**config.mk**
```make
export PLATFORM = sky130hd
export DESIGN_NAME = key_conditioner_flat
export DESIGN_NICKNAME = d
export VERILOG_FILES = /design/src/rtl/key_conditioner_if.sv /design/src/rtl/key_conditioner.sv /design/src/flat_wrapper.sv
export SDC_FILE = /design/constraint.sdc
export NUM_CORES = 1
export LEC_CHECK = 0
export BUFFER_PORTS_ARGS = -buffer_cell sky130_fd_sc_hd__buf_2
export CAP_MARGIN = 20
export CORE_ASPECT_RATIO = 1.2
export CORE_MARGIN = 5
export CORE_UTILIZATION = 55
export CTS_CLUSTER_DIAMETER = 30
export DETAILED_ROUTE_END_ITERATION = 6
export GPL_TIMING_DRIVEN = 0
export PLACE_DENSITY_LB_ADDON = 0.08
export SLEW_MARGIN = 40
export SYNTH_ARGS = -nofsm -noshare
export SYNTH_HDL_FRONTEND = slang
export SYNTH_SLANG_ARGS = --single-unit
```
**constraint.sdc**
```tcl
create_clock -name clk -period 3.9 [get_ports clk]
set_clock_uncertainty 0.1 [all_clocks]
set_input_delay 0.975 -clock clk [delete_from_list [all_inputs] [get_ports clk]]
set_output_delay 0.975 -clock clk [all_outputs]
set_load 0.005 [all_outputs]
```
**src/rtl/key_conditioner_if.sv**
```systemverilog
// Board-key bundle between the raw KEY pins and the conditioned outputs.
// The slave modport is the conditioner; the master modport drives the keys and observes results.
interface key_conditioner_if #(
  parameter int NUM_KEYS = 4
);
  logic [NUM_KEYS-1:0] key_n;
  logic [NUM_KEYS-1:0] key_level;
  logic [NUM_KEYS-1:0] key_press;
  logic [NUM_KEYS-1:0] key_release;
  logic                cpu_rst;

  // Level-style interface, no handshake: key_n is sampled every clock, outputs are
  // registered and valid on every cycle; press/release are one-cycle strobes.
  modport master (
    output key_n,
    input  key_level, key_press, key_release, cpu_rst
  );

  modport slave (
    input  key_n,
    output key_level, key_press, key_release, cpu_rst
  );
endinterface

```
**src/rtl/key_conditioner.sv**
```systemverilog
// Synchronises and debounces active-low push-buttons, emits press/release strobes and a
// reset request for the core. Define KEY_COND_RST_STRETCH_EN to stretch cpu_rst after key0/reset.
module key_conditioner #(
  parameter int NUM_KEYS        = 4,
  parameter int DEBOUNCE_CYCLES = 500000,
  parameter int CNT_WIDTH       = 20,
  parameter int RST_HOLD_CYCLES = 16
) (
  input  logic              clk,
  input  logic              rst,
  key_conditioner_if.slave  kif
);

  localparam logic [CNT_WIDTH-1:0] CNT_LAST = CNT_WIDTH'(DEBOUNCE_CYCLES - 1);
  localparam logic [CNT_WIDTH-1:0] CNT_ONE  = CNT_WIDTH'(1);

  logic [NUM_KEYS-1:0]  sync1_q;
  logic [NUM_KEYS-1:0]  samp_q;
  logic [NUM_KEYS-1:0]  level_q, level_d;
  logic [NUM_KEYS-1:0]  press_q, press_d;
  logic [NUM_KEYS-1:0]  release_q, release_d;
  logic [CNT_WIDTH-1:0] cnt_q [NUM_KEYS];
  logic [CNT_WIDTH-1:0] cnt_d [NUM_KEYS];
  logic                 cpu_rst_q, cpu_rst_d;

  // Two-flop synchroniser; inversion makes 1 mean pressed from here on.
  always_ff @(posedge clk or posedge rst) begin
    if (rst) begin
      sync1_q <= '0;
      samp_q  <= '0;
    end else begin
      sync1_q <= ~kif.key_n;
      samp_q  <= sync1_q;
    end
  end

  always_comb begin
    level_d   = level_q;
    press_d   = '0;
    release_d = '0;
    for (int i = 0; i < NUM_KEYS; i++) begin
      cnt_d[i] = '0;
      if (samp_q[i] != level_q[i]) begin
        if (cnt_q[i] == CNT_LAST) begin
          level_d[i]   = samp_q[i];
          press_d[i]   = samp_q[i];
          release_d[i] = level_q[i];
        end else begin
          cnt_d[i] = cnt_q[i] + CNT_ONE;
        end
      end
    end
  end

  always_ff @(posedge clk or posedge rst) begin
    if (rst) begin
      level_q   <= '0;
      press_q   <= '0;
      release_q <= '0;
      for (int i = 0; i < NUM_KEYS; i++) begin
        cnt_q[i] <= '0;
      end
    end else begin
      level_q   <= level_d;
      press_q   <= press_d;
      release_q <= release_d;
      for (int i = 0; i < NUM_KEYS; i++) begin
        cnt_q[i] <= cnt_d[i];
      end
    end
  end

`ifdef KEY_COND_RST_STRETCH_EN
  localparam int                HCNT_W   = $clog2(RST_HOLD_CYCLES + 1);
  localparam logic [HCNT_W-1:0] HOLD     = HCNT_W'(RST_HOLD_CYCLES);
  localparam logic [HCNT_W-1:0] HCNT_ONE = HCNT_W'(1);

  logic [HCNT_W-1:0] hcnt_q, hcnt_d;

  // cpu_rst follows the post-edge hold count so it drops exactly RST_HOLD_CYCLES edges
  // after reset release or after key_level[0] falls.
  always_comb begin
    hcnt_d = hcnt_q;
    if (level_q[0]) begin
      hcnt_d = HOLD;
    end else if (hcnt_q != '0) begin
      hcnt_d = hcnt_q - HCNT_ONE;
    end
    cpu_rst_d = level_q[0] | (hcnt_d != '0);
  end

  always_ff @(posedge clk or posedge rst) begin
    if (rst) begin
      hcnt_q <= HOLD;
    end else begin
      hcnt_q <= hcnt_d;
    end
  end
`else
  assign cpu_rst_d = level_q[0];
`endif

  always_ff @(posedge clk or posedge rst) begin
    if (rst) begin
      cpu_rst_q <= 1'b1;
    end else begin
      cpu_rst_q <= cpu_rst_d;
    end
  end

  assign kif.key_level   = level_q;
  assign kif.key_press   = press_q;
  assign kif.key_release = release_q;
  assign kif.cpu_rst     = cpu_rst_q;

endmodule

```
**src/flat_wrapper.sv**
```systemverilog
// flat-port wrapper written by rule: the top's interface ports become plain ports
module key_conditioner_flat 
#(
  parameter int NUM_KEYS        = 4,
  parameter int DEBOUNCE_CYCLES = 500000,
  parameter int CNT_WIDTH       = 20,
  parameter int RST_HOLD_CYCLES = 16
)
  (clk, rst, kif_key_n, kif_key_level, kif_key_press, kif_key_release, kif_cpu_rst);
  key_conditioner_if #(.NUM_KEYS(NUM_KEYS)) kif_i ();
  input  logic clk;
  input  logic rst;
  input wire logic [$bits(kif_i.key_n)-1:0] kif_key_n;
  output wire logic [$bits(kif_i.key_level)-1:0] kif_key_level;
  output wire logic [$bits(kif_i.key_press)-1:0] kif_key_press;
  output wire logic [$bits(kif_i.key_release)-1:0] kif_key_release;
  output wire logic [$bits(kif_i.cpu_rst)-1:0] kif_cpu_rst;
  assign kif_i.key_n = kif_key_n;
  assign kif_key_level = kif_i.key_level;
  assign kif_key_press = kif_i.key_press;
  assign kif_key_release = kif_i.key_release;
  assign kif_cpu_rst = kif_i.cpu_rst;
  key_conditioner #(.NUM_KEYS(NUM_KEYS), .DEBOUNCE_CYCLES(DEBOUNCE_CYCLES), .CNT_WIDTH(CNT_WIDTH), .RST_HOLD_CYCLES(RST_HOLD_CYCLES)) u_core (.clk(clk), .rst(rst), .kif(kif_i));
endmodule
```
==> results.json, run 1 <==
{
  "status": "complete, no violations",
  "cts.repair.resized": 0,
  "drt_wl_total_um": 8510,
  "tns_ps": 0,
  "row_count": 37,
  "tightest_slew_ps": 599,
  "grt_pass1_wl_um": 15300,
  "rsz0062_at_grt": "false",
  "clock-sinks": 101,
  "syn_nets": 474,
  "critical_path.max_stage_delay_ps": 520,
  "start_kind": "flip-flop",
  "drc": 0,
  "final_cells": 616,
  "cts_root_buffer": "clkbuf_8",
  "async_flop_share_pct": 100,
  "multi_input_area_um2": 2150,
  "final_hold_viol_count": 0,
  "crit_type": "reg -> reg",
  "numCtsBuffers": 9,
  "ys_seq_area_share_pct": 52.6,
  "place.gp.congestion": 0.796,
  "synthMuxAreaShare_pct": 2.06,
  "wl_per_cell_um": 13.8,
  "p_per_area_nw_per_um2": 331,
  "hold_class": "reg -> reg",
  "die_area_um2": 10700,
  "syn_area_per_cell_um2": 10.4,
  "antenna_found_initial": 0,
  "regArea_um2": 2530,
  "first_pass_iters": 4,
  "path_max_fanout": 10,
  "arrival_ps": 2430,
  "slew_viol_final": 0,
  "pin_count": 19,
  "dp_hpwl_um": 5810,
  "synthAdderAreaFrac_pct": 1.04,
  "antennaDiodeCount": 0,
  "setup_violations": 0,
  "vias_per_cell": 5.58,
  "grt.total_usage_pct": 17.5,
  "synth-xor-area-share_pct": 11.7,
  "grt_start_max_net_pins": 66,
  "synth_warnings": 0,
  "grt_pass1_vias": 3405,
  "ys.flop_type": "dfrtp_1",
  "maxCapViolations": 0,
  "grt_overflow": 0,
  "netlist.area_leader.share_pct": 52.1,
  "synth_top_area_cell": "dfrtp_1",
  "synth-simple-area-share_pct": 26.5,
  "critPathCaptureType": "flip-flop",
  "fp.dieH_um": 112,
  "syn_area_um2": 4810,
  "relSlewSlack_pct": 59.6,
  "nFillCells": 722,
  "cp_data_required_time_ps": 4020,
  "htreeDepth": 3,
  "leakagePower_nw": 2.15,
  "port_buffers": 18,
  "cp_top_family": "compound AO/OA/AOI/OAI gates",
  "dp.cells": 600,
  "path_clk_slew_ps": 90,
  "crit_slowest_cell": "o41ai_2",
  "synth-compound-area-share_pct": 3.57,
  "finalCriticalPeriod_ps": 2310,
  "syn2layout_area_growth_pct": 9.21,
  "max-vdd-ir-drop_uv": 203,
  "fmax_ghz": 0.433,
  "ys_seq_elements": 101,
  "final_nets": 504,
  "clock_latency_ps": 360,
  "cts.path.max_buffers": 2,
  "cts_hold_buffers": 0,
  "cts_tree": "yes",
  "synth_edf_count": 0,
  "crit_path_cell_trace": "ha_1 > and4_1 > nand4_1 > o41ai_2 > clkbuf_1 > nor2_1",
  "initial_core_util_pct": 56.1,
  "drtAntennaViolNets": 0,
  "drtIter0Drc": 157,
  "vias": 3438,
  "yosys-top-cells-area": "dfrtp_1 52%, xnor2_1 8.6%, nor2_1 5.5%",
  "fp.dieW_um": 95.3,
  "synth_cell_types": 44,
  "synth_top_family_by_area": "simple AND/OR/NAND/NOR gates",
  "syn_inst": 464,
  "core-area_um2": 8560,
  "critPathBufInv": 1,
  "layout-drive-gt1-share_pct": 11.2,
  "post_cts_buffers": 0,
  "period_share_pct": 59.2
}
==> logic make-up after synthesis <==
kind of cell,count (synthesis)
buf+inv,29
flops,101
simple gates,233
mux,9
compound gates,24
xor+xnor,64
fa+ha+maj,4
==> layout make-up <==
class,count,share of cell area [%]
Buffer,11,1.10
Clock buffer,15,3.17
Timing Repair Buffer,19,2.24
Sequential cell,101,48.2
Tap cell,117,2.79
Inverter,18,1.43
Multi-Input combinational cell,334,41.0
Clock inverter,1,0.0953
==> where the power goes <==
| part | leakage [nW] | internal, W | switching [W] |
|---|---|---|---|
| clock network | 0.0877 | 0.000268 | 0.000329 |
| registers | 1.38 | 0.00106 | 0.0000153 |
| logic | 0.686 | 0.0000219 | 0.0000448 |
==> cell usage after synthesis, types with 2 or more instances <==
| master | n |
|---|---|
| nor3b_1 | 10 |
| nor4bb_1 | 2 |
| and2_1 | 2 |
| o31ai_1 | 3 |
| nor3_1 | 19 |
| nand4_2 | 2 |
| or4_1 | 7 |
| nand2_1 | 24 |
| nor4b_1 | 5 |
| mux2i_1 | 5 |
| o21ai_0 | 6 |
| and3_1 | 3 |
| buf_2 | 2 |
| xnor2_1 | 47 |
| dfrtp_1 | 100 |
| nor4_2 | 2 |
| ha_1 | 4 |
| nand3_1 | 26 |
| a21oi_1 | 10 |
| xor2_1 | 17 |
| mux2_2 | 3 |
| or3_1 | 6 |
| nor4_1 | 14 |
| clkbuf_2 | 2 |
| nor2_1 | 71 |
| nand4_1 | 27 |
| inv_1 | 17 |
| and4_1 | 8 |
| clkbuf_1 | 5 |
==> layer usage <==
metal / GRT usage [%] / up-vias / wire (µm)
met5: 0 / - / 0
met4: 7.51 / 0 / 153
met3: 2.82 / 10 / 188
met2: 29.0 / 35 / 4180
met1: 22.6 / 1693 / 3990
li1: - / 1700 / -
==> worst paths after layout <==
| check | start | endpoint | slack (ps) | cells after the start |
|---|---|---|---|---|
| worst max-delay path | u_core.cnt_q[60]$_DFF_PP0_ | u_core.cnt_q[70]$_DFF_PP0_ | 1590 | 6 |
| worst min-delay path | u_core.sync1_q[2]$_DFF_PP0_ | u_core.samp_q[2]$_DFF_PP0_ | 250 | 0 |
| worst max register to register | u_core.cnt_q[60]$_DFF_PP0_ | u_core.cnt_q[70]$_DFF_PP0_ | 1590 | 6 |
| worst min register to register | u_core.sync1_q[2]$_DFF_PP0_ | u_core.samp_q[2]$_DFF_PP0_ | 250 | 0 |
| max in group asynchronous | rst | u_core.cnt_q[14]$_DFF_PP0_ | 2640 | 3 |
| min in group asynchronous | rst | u_core.kif.key_release[0]$_DFF_PP0_ | 480 | 2 |
==> worst reg2reg max path, cell delays in order, from the launching register on <==
cell	delay [ps]
dfrtp_1	410
ha_1	260
and4_1	230
nand4_1	130
o41ai_2	520
clkbuf_1	430
nor2_1	100
==> layout by cell type (no fill, tap or decap), types with 9 or more instances in the layout <==
cell type and count:
nand3_1 26, nor2_1 71, nor4_1 14, clkbuf_8 11, dfrtp_1 100, buf_2 20, xnor2_1 47, inv_1 16
a21oi_1 10, nand2_1 24, nand4_1 27, nor3b_1 10, xor2_1 17, clkbuf_1 9, nor3_1 19
==> state kept, by name, indices dropped and copies added (netlist names) <==
register                flops
u_core.kif.key_level        4
u_core.kif.key_press        4
u_core.cnt_q               80
u_core.kif.key_release      4
u_core.samp_q               4
u_core.kif.cpu_rst          1
u_core.sync1_q              4
==> metrics by stage <==
stage | utilization [%] | setup slack [ps] | power [W] | hold WS [ps] | instance area [µm²]
6_report | 61.3 | 1590 | 0.00174 | 253 | 5250
5_1_grt | 61.3 | 1370 | 0.00182 | 266 | 5250
3_3_place_gp | 58.9 | -929 | 0.00116 | 234 | 5040
3_5_place_dp | 59.3 | 1570 | 0.00117 | 236 | 5080
4_1_cts | 61.3 | 1570 | 0.00176 | 250 | 5250
2_1_floorplan | - | 180 | 0.00114 | 231 | 4810
No activity file was read; power rests on OpenSTA's default activity.
==> run 2: changes to the inputs <==
==> constraint.sdc (replaced) <==
create_clock -name clk -period 1.85 [get_ports clk]
set_clock_uncertainty 0.1 [all_clocks]
set_input_delay 0.4625 -clock clk [delete_from_list [all_inputs] [get_ports clk]]
set_output_delay 0.4625 -clock clk [all_outputs]
set_load 0.005 [all_outputs]
==> run 2 against run 1 <==
Against the previous run: the run now ends with setup timing left; flip-flop and latch count unchanged; first-iteration DRC count up 1.9%; count of clock-buffer cells in the layout down 2; cell count up 9.4%; register-to-register slack worse by 1700 ps; largest power group unchanged; critical path type unchanged; critical path depth down 2; power up 130%.
==> results.json, run 2 (synthesis results as in run 1) <==
{
  "status": "finished, violations left",
  "violations": "setup timing",
  "die_area_um2": 10700,
  "first_pass_iters": 4,
  "critPathCaptureType": "flip-flop",
  "tightest_slew_ps": 495,
  "grt_pass1_wl_um": 17400,
  "fp.dieH_um": 112,
  "start_kind": "flip-flop",
  "maxCapViolations": 0,
  "max_flop_register": "u_core.cnt_q",
  "hold_class": "in -> reg",
  "p_per_area_nw_per_um2": 633,
  "largest_register_ff_count": 80,
  "wl_per_cell_um": 16.1,
  "nFillCells": 570,
  "cts_tree": "yes",
  "fmax_ghz": 0.503,
  "numCtsBuffers": 9,
  "arrival_ps": 2150,
  "grt.total_usage_pct": 20.3,
  "port_buffers": 18,
  "setup_violations": 27,
  "final_nets": 562,
  "cts_root_buffer": "clkbuf_8",
  "leakagePower_nw": 2.55,
  "max-vdd-ir-drop_uv": 417,
  "final_cell_mix": "87 x dfrtp_1, 51 x buf_4, 47 x xnor2_1, 46 x nor2_1, 27 x nand4_1",
  "finalCriticalPeriod_ps": 1990,
  "grt_start_max_net_pins": 26,
  "period_share_pct": 108,
  "final_core_util_pct": 73.4,
  "clock-sinks": 101,
  "fp.dieW_um": 95.3,
  "core-area_um2": 8560,
  "drc": 0,
  "dp_hpwl_um": 6140,
  "place_ws_ps": -331,
  "drt_wl_total_um": 10900,
  "htreeDepth": 3,
  "crit_type": "reg -> reg",
  "dp.cells": 603,
  "vias": 3851,
  "cts.path.max_buffers": 2,
  "row_count": 37,
  "initial_core_util_pct": 56.1,
  "tns_ps": -1630,
  "relSlewSlack_pct": 66.9,
  "path_max_fanout": 6,
  "clock_latency_ps": 380,
  "layout-drive-gt1-share_pct": 35.9,
  "fin_ws_ps": -140,
  "drtIter0Drc": 160,
  "path_clk_slew_ps": 100,
  "antenna_found_initial": 0,
  "drtAntennaViolNets": 0,
  "layout_commonest_cell": "dfrtp_1",
  "final_hold_viol_count": 0,
  "vias_per_cell": 5.71,
  "slew_viol_final": 0,
  "rsz0062_at_grt": "true",
  "syn2layout_area_growth_pct": 30.8,
  "hold_slack_ps": 113,
  "place.gp.congestion": 0.794,
  "antennaDiodeCount": 0,
  "pin_count": 19,
  "grt_pass1_vias": 3771,
  "cp_data_required_time_ps": 2010,
  "final_cells": 674,
  "grt_overflow": 0
}
## run 2: repair_timing
| action | CTS | global route |
|---|---|---|
| gates cloned | 2 | 0 |
| hold buffers | 1 | 0 |
| endpoints found under the hold margin | 16 | 0 |
| pin swaps | 39 | 19 |
| buffers inserted | 33 | 21 |
| gates resized for setup | 48 | 68 |
| endpoints found under the setup margin | 79 | 76 |
## run 2: worst paths after layout
check	start	depth (start not counted)	slack, ps	endpoint
max in group asynchronous	rst	5	380	u_core.kif.cpu_rst$_DFF_PP1_
max	u_core.cnt_q[69]$_DFF_PP0_	4	-140	u_core.kif.key_level[0]$_DFFE_PP0P_
max reg2reg	u_core.cnt_q[69]$_DFF_PP0_	4	-140	u_core.kif.key_level[0]$_DFFE_PP0P_
min in group asynchronous	rst	3	540	u_core.sync1_q[3]$_DFF_PP0_
min reg2reg	u_core.sync1_q[2]$_DFF_PP0_	0	260	u_core.samp_q[2]$_DFF_PP0_
min	kif_key_n[3]	2	110	u_core.sync1_q[3]$_DFF_PP0_
## run 2: cell type report
class                           count  area, µm²  area share, %
Buffer                              9       83.8           1.33
Clock buffer                       13        159           2.53
Clock inverter                      3       43.8          0.696
Inverter                           18       71.3           1.13
Multi-Input combinational cell    334       2570           40.9
Sequential cell                   101       2540           40.5
Tap cell                          117        146           2.33
Timing Repair Buffer               79        668           10.6
## run 2: power breakdown
group / leakage, nW / internal (W) / switching, W
logic: 1.09 / 0.000122 / 0.000135
clock network: 0.104 / 0.000702 / 0.000760
registers: 1.36 / 0.00224 / 0.0000293
## run 2: metrics by stage
step	area (µm²)	total power, W
after floorplan	4860	0.00242
after global placement	5100	0.00246
after detailed placement	5210	0.00249
after CTS	5890	0.00398
after global routing	6290	0.00416
final	6290	0.00398
## run 2: metal layers
layer	track usage [%]	part of all wire, %	routed length (µm)
met1	26.6	43	4700
met2	32.2	50	5430
met3	5.76	4.4	475
met4	7.03	2.5	267
met5	0	0	0
## run 2: critical path, stage by stage, from the launching register on
cell     delay, ps
dfrtp_1        470
nor4b_2        240
nand4_1        180
or4_4          590
mux2_2         290
==> run 3: changes to the inputs <==
--- a/config.mk
+++ b/config.mk
@@ -14,6 +14,7 @@
 export DETAILED_ROUTE_END_ITERATION = 6
 export GPL_TIMING_DRIVEN = 0
 export PLACE_DENSITY_LB_ADDON = 0.08
+export REMOVE_ABC_BUFFERS = 1
 export SLEW_MARGIN = 40
 export SYNTH_ARGS = -nofsm -noshare
 export SYNTH_HDL_FRONTEND = slang
==> run 3 against run 2 <==
Against the previous run: the run still ends with setup timing left; sequential power about the same; power is 2.8% lower; critical path depth is the same; non-clock buffer count shrank 12; cell count fell by 1.8%; core utilization shrank 2.8 points; first-iteration DRC count up 10%; final area down 3.8%; largest cell class is now registers; largest power group unchanged; highest routed layer unchanged.
==> results.json, run 3 (synthesis results as in run 1) <==
{
  "vias": 3731,
  "grt_pass1_wl_um": 16600,
  "layout_commonest_cell": "dfrtp_1",
  "layout-drive-gt1-share_pct": 29.7,
  "final_nets": 550,
  "crit_type": "reg -> reg",
  "hold_class": "in -> reg",
  "period_share_pct": 107,
  "cts.path.max_buffers": 2,
  "largest_register_ff_count": 80,
  "total_power_w": 0.00387,
  "path_clk_slew_ps": 90,
  "place.gp.congestion": 0.794,
  "rsz0062_at_grt": "true",
  "path_max_fanout": 4,
  "r2r_cells": 4,
  "grt_overflow": 0,
  "drt_wl_total_um": 10000,
  "tightest_slew_ps": 494,
  "fp.dieW_um": 95.3,
  "syn2layout_area_growth_pct": 25.9,
  "initial_core_util_pct": 56.1,
  "finalCriticalPeriod_ps": 1980,
  "fmax_ghz": 0.505,
  "post_dp_cell_area_um2": 5050,
  "grt.total_usage_pct": 19.2,
  "first_pass_iters": 4,
  "setup_violations": 31,
  "relSlewSlack_pct": 66.8,
  "fp.dieH_um": 112,
  "maxCapViolations": 0,
  "row_count": 37,
  "drtAntennaViolNets": 0,
  "slew_viol_final": 0,
  "multi_input_area_um2": 2480,
  "wl_per_cell_um": 15.2,
  "rrSetupSlack_ps": -130,
  "die_area_um2": 10700,
  "final_hold_viol_count": 0,
  "vias_per_cell": 5.64,
  "status": "finished, violations left",
  "grt_pass1_vias": 3656,
  "pin_count": 19,
  "clock-sinks": 101,
  "final_area_um2": 6050,
  "drc": 0,
  "antennaDiodeCount": 0,
  "fin_ws_ps": -129,
  "hold_depth": 2,
  "cp_data_required_time_ps": 2000,
  "htreeDepth": 3,
  "max-vdd-ir-drop_uv": 408,
  "violations": "setup timing",
  "leakagePower_nw": 2.49,
  "tns_ps": -1300,
  "final_cell_mix": "86 x dfrtp_1, 59 x nor2_1, 48 x buf_4, 47 x xnor2_1, 27 x nand4_1",
  "port_buffers": 18,
  "arrival_ps": 2120,
  "start_kind": "flip-flop",
  "grt_start_max_net_pins": 57,
  "cts_tree": "yes",
  "regArea_um2": 2550,
  "max_flop_register": "u_core.cnt_q",
  "antenna_found_initial": 0,
  "dp_hpwl_um": 5720,
  "p_per_area_nw_per_um2": 640,
  "core-area_um2": 8560,
  "numCtsBuffers": 9,
  "drtIter0Drc": 176,
  "critPathCaptureType": "flip-flop",
  "nFillCells": 602,
  "clock_latency_ps": 360,
  "cts_root_buffer": "clkbuf_8"
}
-- run 3: cell types whose count changed in the layout (fill, tap and decap cells not counted), sizes merged --
cell	change
inv	+1
clkbuf	-4
clkinvlp	-1
buf	-7
bufinv	-1
-- run 3: routing by layer --
layer	vias up	track usage (%)	part of all wire [%]
met4	0	8.85	2.1
li1	1800	-	-
met1	1828	24.9	43
met3	19	3.28	2.9
met5	-	0	0
met2	84	31.2	52
-- run 3: path summary, 6_finish.rpt --
path / startpoint / to
max in group asynchronous: rst / u_core.cnt_q[7]$_DFF_PP0_
min reg2reg: u_core.sync1_q[2]$_DFF_PP0_ / u_core.samp_q[2]$_DFF_PP0_
max: u_core.cnt_q[8]$_DFF_PP0_ / u_core.kif.key_level[3]$_DFFE_PP0P_
min: kif_key_n[1] / u_core.sync1_q[1]$_DFF_PP0_
min in group asynchronous: rst / u_core.cnt_q[71]$_DFF_PP0_
max reg2reg: u_core.cnt_q[8]$_DFF_PP0_ / u_core.kif.key_level[3]$_DFFE_PP0P_
-- run 3: what timing repair did --
action | in CTS | in global routing
cloned | 0 | 0
endpoints found under the hold margin | 44 | 0
setup endpoints to repair | 82 | 81
hold buffers | 1 | 0
pin swaps | 18 | 27
buffers inserted | 36 | 19
gates resized for setup | 33 | 46
-- run 3: per-stage QoR --
step / std cells / util, % / hold WS (ps) / worst slack, ps
floorplan: 453 / - / 231 / -1360
detailed placement: 591 / 59.0 / 236 / -418
finish: 662 / 70.7 / 128 / -129
global placement: 588 / 58.2 / 234 / -2500
CTS: 644 / 66.8 / 113 / -120
global route: 662 / 70.7 / 103 / -167
-- run 3: final cells by class --
class                           count  area share [%]
Clock buffer                       14            3.18
Clock inverter                      2           0.227
Inverter                           18            1.24
Multi-Input combinational cell    334            41.0
Sequential cell                   101            42.1
Tap cell                          117            2.42
Timing Repair Buffer               76            9.84
-- run 3: power by group --
part	switching, W	internal (W)
Combinational	0.000118	0.0000921
Clock	0.000717	0.000674
Sequential	0.0000342	0.00224
Total	0.000870	0.00300
-- run 3: worst max-delay path, stage by stage (launching register included) --
cell     delay, ps
dfrtp_1        390
inv_2           50
or4b_4         540
or4_4          470
mux2_4         310
